## config.mk

```make
export PLATFORM = sky130hd
export DESIGN_NAME = serial_subtractor
export DESIGN_NICKNAME = d
export VERILOG_FILES = /design/src/rtl/serial_subtractor.sv
export SDC_FILE = /design/constraint.sdc
export NUM_CORES = 1
export LEC_CHECK = 0
export ABC_AREA = 1
export CORE_MARGIN = 5
export CORE_UTILIZATION = 54
export CTS_CLUSTER_DIAMETER = 50
export CTS_CLUSTER_SIZE = 30
export DETAILED_ROUTE_END_ITERATION = 10
export PLACE_DENSITY = 0.82
export SYNTH_ARGS = -nofsm -noshare
export SYNTH_HDL_FRONTEND = slang
export SYNTH_SLANG_ARGS = --single-unit
export TNS_END_PERCENT = 10
```

## constraint.sdc

```tcl
create_clock -name clk -period 2.4 [get_ports clk]
set_input_delay 0.24 -clock clk [delete_from_list [all_inputs] [get_ports clk]]
set_output_delay 0.24 -clock clk [all_outputs]
set_load 0.005 [all_outputs]
```

## src/rtl/serial_subtractor.sv

```systemverilog
// serial_subtractor: bit-serial a - b - bin, LSB first, one bit per clock.
// A single full-subtractor cell processes one bit per cycle. Its borrow is
// registered and fed back as the borrow-in of the next bit.
// Optional feature macro: SERIAL_SUB_OVF_EN adds the signed-overflow output ovf.
module serial_subtractor #(
  parameter int WIDTH = 8
) (
  input  logic             clk,
  input  logic             rst,
  input  logic             start,
  input  logic [WIDTH-1:0] a,
  input  logic [WIDTH-1:0] b,
  input  logic             bin,
  output logic             busy,
  output logic             done,
  output logic [WIDTH-1:0] diff,
  output logic             borrow
`ifdef SERIAL_SUB_OVF_EN
  ,
  output logic             ovf
`endif
);

  typedef enum logic [1:0] {IDLE, RUN, DONE} state_t;

  // The counter is kept at least 1 bit wide so that WIDTH == 1 still elaborates.
  localparam int            CW   = (WIDTH > 1) ? $clog2(WIDTH) : 1;
  localparam logic [CW-1:0] LAST = CW'(WIDTH - 1);

  state_t           state_q, state_d;
  logic [WIDTH-1:0] a_sr_q, a_sr_d;
  logic [WIDTH-1:0] b_sr_q, b_sr_d;
  logic [WIDTH-1:0] res_q, res_d;
  logic             br_q, br_d;
  logic [CW-1:0]    cnt_q, cnt_d;
  logic [WIDTH-1:0] diff_q, diff_d;
  logic             borrow_q, borrow_d;

  logic             x, y, d, br_nx;
  logic [WIDTH-1:0] res_sh;

`ifdef SERIAL_SUB_OVF_EN
  logic amsb_q, amsb_d;
  logic bmsb_q, bmsb_d;
  logic ovf_q, ovf_d;
`endif

  // Full-subtractor cell on the current LSBs, plus the result with d shifted in at the MSB.
  always_comb begin
    x      = a_sr_q[0];
    y      = b_sr_q[0];
    d      = x ^ y ^ br_q;
    br_nx  = (~x & y) | (~(x ^ y) & br_q);
    res_sh = res_q >> 1;
    res_sh[WIDTH-1] = d;
  end

  // Next-state logic for the FSM.
  always_comb begin
    state_d = state_q;
    case (state_q)
      IDLE:    if (start) state_d = RUN;
      RUN:     if (cnt_q == LAST) state_d = DONE;
      DONE:    state_d = IDLE;
      default: state_d = IDLE;
    endcase
  end

  // Datapath next-state: load on an accepted start, shift in RUN, publish the result on the last bit.
  always_comb begin
    a_sr_d   = a_sr_q;
    b_sr_d   = b_sr_q;
    res_d    = res_q;
    br_d     = br_q;
    cnt_d    = cnt_q;
    diff_d   = diff_q;
    borrow_d = borrow_q;
`ifdef SERIAL_SUB_OVF_EN
    amsb_d   = amsb_q;
    bmsb_d   = bmsb_q;
    ovf_d    = ovf_q;
`endif
    case (state_q)
      IDLE: begin
        if (start) begin
          a_sr_d = a;
          b_sr_d = b;
          br_d   = bin;
          cnt_d  = '0;
          res_d  = '0;
`ifdef SERIAL_SUB_OVF_EN
          amsb_d = a[WIDTH-1];
          bmsb_d = b[WIDTH-1];
`endif
        end
      end
      RUN: begin
        a_sr_d = a_sr_q >> 1;
        b_sr_d = b_sr_q >> 1;
        res_d  = res_sh;
        br_d   = br_nx;
        if (cnt_q == LAST) begin
          diff_d   = res_sh;
          borrow_d = br_nx;
`ifdef SERIAL_SUB_OVF_EN
          // d is the MSB of the finished difference on this cycle.
          ovf_d    = (amsb_q ^ bmsb_q) & (amsb_q ^ d);
`endif
        end else begin
          cnt_d = cnt_q + 1'b1;
        end
      end
      default: ;
    endcase
  end

  // State and datapath registers. Reset is synchronous and takes priority over start.
  always_ff @(posedge clk) begin
    if (rst) begin
      state_q  <= IDLE;
      a_sr_q   <= '0;
      b_sr_q   <= '0;
      res_q    <= '0;
      br_q     <= 1'b0;
      cnt_q    <= '0;
      diff_q   <= '0;
      borrow_q <= 1'b0;
`ifdef SERIAL_SUB_OVF_EN
      amsb_q   <= 1'b0;
      bmsb_q   <= 1'b0;
      ovf_q    <= 1'b0;
`endif
    end else begin
      state_q  <= state_d;
      a_sr_q   <= a_sr_d;
      b_sr_q   <= b_sr_d;
      res_q    <= res_d;
      br_q     <= br_d;
      cnt_q    <= cnt_d;
      diff_q   <= diff_d;
      borrow_q <= borrow_d;
`ifdef SERIAL_SUB_OVF_EN
      amsb_q   <= amsb_d;
      bmsb_q   <= bmsb_d;
      ovf_q    <= ovf_d;
`endif
    end
  end

  assign busy   = (state_q != IDLE);
  assign done   = (state_q == DONE);
  assign diff   = diff_q;
  assign borrow = borrow_q;
`ifdef SERIAL_SUB_OVF_EN
  assign ovf    = ovf_q;
`endif

endmodule

```

==> impl_metrics.env <==
export IMPL_synth_top_area_share=0.464
export IMPL_crit_type="register to output pin"
export IMPL_finClkSkew_ns=0.00467
export IMPL_detail_route_drc_violations=0
export IMPL_wl_per_cell_um=11.3
export IMPL_endpoint_kind="output pin"
export IMPL_cts_htree_levels=2
export IMPL_chipWidth_um=65.1
export IMPL_placed_cell_area_um2=1950
export IMPL_buffer_ports_inserted=30
export IMPL_die_span_in_y_um=65.1
export IMPL_nets_in_the_synthesized_netlist=261
export IMPL_first_pass_iters=4
export IMPL_antenna_found_initial=0
export IMPL_count_of_standard_cell_rows=20
export IMPL_via_count=1493
export IMPL_cellLeakagePower_nw=0.935
export IMPL_coreArea_um2=2980
export IMPL_achievable_frequency_mhz=480
export IMPL_synth_async_sr_flop_share=0
export IMPL_area_taken_by_multi_input_logic_gates_um2=737
export IMPL_die_area_um2=4240
export IMPL_setup_worst_path_start_class="register"
export IMPL_power_ir_vdd_worst_mv=0.439
export IMPL_drt_iter0_drc=81
export IMPL_path_cells="nor2_2 > inv_1 > clkdlybuf4s50_1"
export IMPL_maxSlewHeadroom=0.608
export IMPL_worst_path_fanout_max=15
export IMPL_slowest_library_cell_on_the_worst_path="sky130_fd_sc_hd__nor2_2"
export IMPL_run_status="finished, final reports clean"
export IMPL_timing_setup_tns_ns=0
export IMPL_netlist_cell_type_count=17
export IMPL_cts_resized=0
export IMPL_maxCapViolations=0
export IMPL_layout_core_utilization=0.693
export IMPL_nFillCells=254
export IMPL_post_route_cells_drive_above_1_share=0.0672
export IMPL_synthesis_area_um2=1640
export IMPL_timing_critical_path_max_delay_family="buffers and inverters"
export IMPL_syn_mean_instance_area_um2=6.89
export IMPL_synth_ff_type="sky130_fd_sc_hd__dfxtp_1"
export IMPL_critical_path_required_ns=2.16
export IMPL_worst_path_largest_cell_delay_ns=0.49
export IMPL_grt_pass1_wl_mm=6.02
export IMPL_grt_ovfl_total=0
export IMPL_place_detailed_hpwl_mm=2.36
export IMPL_proportion_of_synthesized_chip_area_in_sequential_cells=0.464
export IMPL_critical_path_buf_inv_count=2
export IMPL_largest_net_degree_at_the_start_of_global_routing=21
export IMPL_seqCellArea_um2=761
export IMPL_setup_viol=0
export IMPL_rsz0062_at_grt="false"
export IMPL_cts_clk_slew_worst_paths_ns=0.11
export IMPL_tightest_slew_ns=0.587
export IMPL_r2r_worst_path_cells=7
export IMPL_ys_warn_count=0
export IMPL_finalMaxSlewViolations=0
export IMPL_synth_edf_count=0
export IMPL_final_net_count=290
export IMPL_synthesized_flop_and_latch_total=38
export IMPL_timing_hold_worst_path_depth=3
export IMPL_clk_insertion_delay_late_ns=0.36
export IMPL_global_route_usage_total=0.185
export IMPL_critical_path_cell_count=3
export IMPL_layout_area_overhead_vs_synth_pct=25.9
export IMPL_ys_top_cells_by_area="sky130_fd_sc_hd__dfxtp_1 46%, sky130_fd_sc_hd__nand2_1 15%, sky130_fd_sc_hd__nand3_1 11%"
export IMPL_drtAntennaViolNets=0
export IMPL_grt_pass1_vias=1407
export IMPL_insertedDiodeCount=0
export IMPL_cts_buffers=5
export IMPL_tritoncts_clock_tree="built"
export IMPL_hold_wc_path_type="input port to register"
export IMPL_timing_hold_violations_final=0
export IMPL_post_route_period_util=0.869
export IMPL_cts_hold_fix_buffers=0
export IMPL_place_congestion=0.824
export IMPL_finalWirelength_mm=3.41
export IMPL_synthDominantAreaCellType="sky130_fd_sc_hd__dfxtp_1"
export IMPL_viasPerCell=4.96
export IMPL_cts_num_sinks=38
export IMPL_post_cts_repair_setup_buffers=0
export IMPL_post_route_cell_area_um2=2060
export IMPL_power_density_cell_area_nw_per_um2=671
export IMPL_clock_period_minus_final_worst_setup_slack_ns=2.08
export IMPL_starting_density=0.550
export IMPL_cts_root_buffer="sky130_fd_sc_hd__clkbuf_4"
export IMPL_ioPinCount=31
export IMPL_gate_count_of_the_mapped_netlist=238
export IMPL_clock_path_buffers=2
export IMPL_crit_arrival_ns=1.84
[power breakdown]
part / internal (mW) / switching [mW] / leakage [nW] / total [mW]
sequential: 0.653 / 0.0141 / 0.310 / 0.667
clock: 0.353 / 0.219 / 0.0585 / 0.571
combinational: 0.0662 / 0.0797 / 0.567 / 0.146
[registers in the layout (all words and copies together), names as in the netlist]
| signal | count |
|---|---|
| a_sr_q | 8 |
| b_sr_q | 8 |
| diff | 8 |
| res_q | 7 |
| cnt_q | 3 |
| state_q | 2 |
| borrow | 1 |
| br_q | 1 |
[placed cells by master, fill, tap and decap left out, drive strengths merged]
cell type	netlist	routed
o21ai	6	6
clkinv	1	1
inv	23	23
fa	1	1
nor2	41	41
ha	2	2
nand3	36	36
buf	8	3
clkbuf	3	6
dfxtp	38	38
a21oi	10	10
nand2	69	69
bufinv	0	2
clkdlybuf4s50	0	30
[cell usage after synthesis (2+ instances only)]
cell	n
sky130_fd_sc_hd__inv_2	2
sky130_fd_sc_hd__nor2_1	39
sky130_fd_sc_hd__nor2_2	2
sky130_fd_sc_hd__dfxtp_1	38
sky130_fd_sc_hd__a21oi_1	10
sky130_fd_sc_hd__nand2_1	67
sky130_fd_sc_hd__ha_1	2
sky130_fd_sc_hd__inv_1	21
sky130_fd_sc_hd__clkbuf_1	3
sky130_fd_sc_hd__nand3_1	36
sky130_fd_sc_hd__o21ai_0	5
sky130_fd_sc_hd__buf_2	8
[layer usage]
metal | wire [um] | global-route usage
met1 | 1570 | 0.235
met5 | 0 | 0
met3 | 141 | 0.0308
met4 | 100 | 0.109
met2 | 1600 | 0.295
[worst register-to-register path, stage by stage (launching register included)]
cell	delay, ns
sky130_fd_sc_hd__dfxtp_1	0.52
sky130_fd_sc_hd__inv_1	0.07
sky130_fd_sc_hd__nor2_1	0.40
sky130_fd_sc_hd__buf_4	0.30
sky130_fd_sc_hd__nand2_1	0.08
sky130_fd_sc_hd__nand3_1	0.10
sky130_fd_sc_hd__nand2_1	0.05
sky130_fd_sc_hd__inv_1	0.07
[cells by family after synthesis]
logic type | share of synthesized area
AO/OA/AOI/OAI | 0.0511
buffers and inverters | 0.0863
flip-flops | 0.464
adder cells (fa/ha/maj) | 0.0275
AND/OR/NAND/NOR | 0.371
[final timing paths]
check                          start                      to  slack [ns]
min                             a[7]  a_sr_q[7]$_SDFFE_PP0P_        0.43
min reg2reg    res_q[6]$_SDFFE_PP0P_    diff[5]$_SDFFE_PP0P_        0.47
max reg2reg  state_q[0]$_SDFFE_PP0P_  b_sr_q[3]$_SDFFE_PP0P_        0.78
max          state_q[0]$_SDFFE_PP0P_                    busy        0.32
[through the flow]
step	instances	worst slack, ns	hold slack (ns)	total power [mW]
detailed placement	293	0.712	0.455	0.827
global placement	293	0.726	0.452	0.825
finish	301	0.315	0.431	1.38
floorplan	238	1.14	0.383	0.772
CTS	301	0.313	0.424	1.40
global route	301	0.163	0.455	1.44
[layout make-up]
cell class                      instances  area share
Clock buffer                            6      0.0249
Clock inverter                          2      0.0291
Inverter                               24      0.0437
Multi-Input combinational cell        165       0.357
Sequential cell                        38       0.369
Tap cell                               33      0.0200
Timing Repair Buffer                   33       0.156
Power figures use the tool's default switching activity.
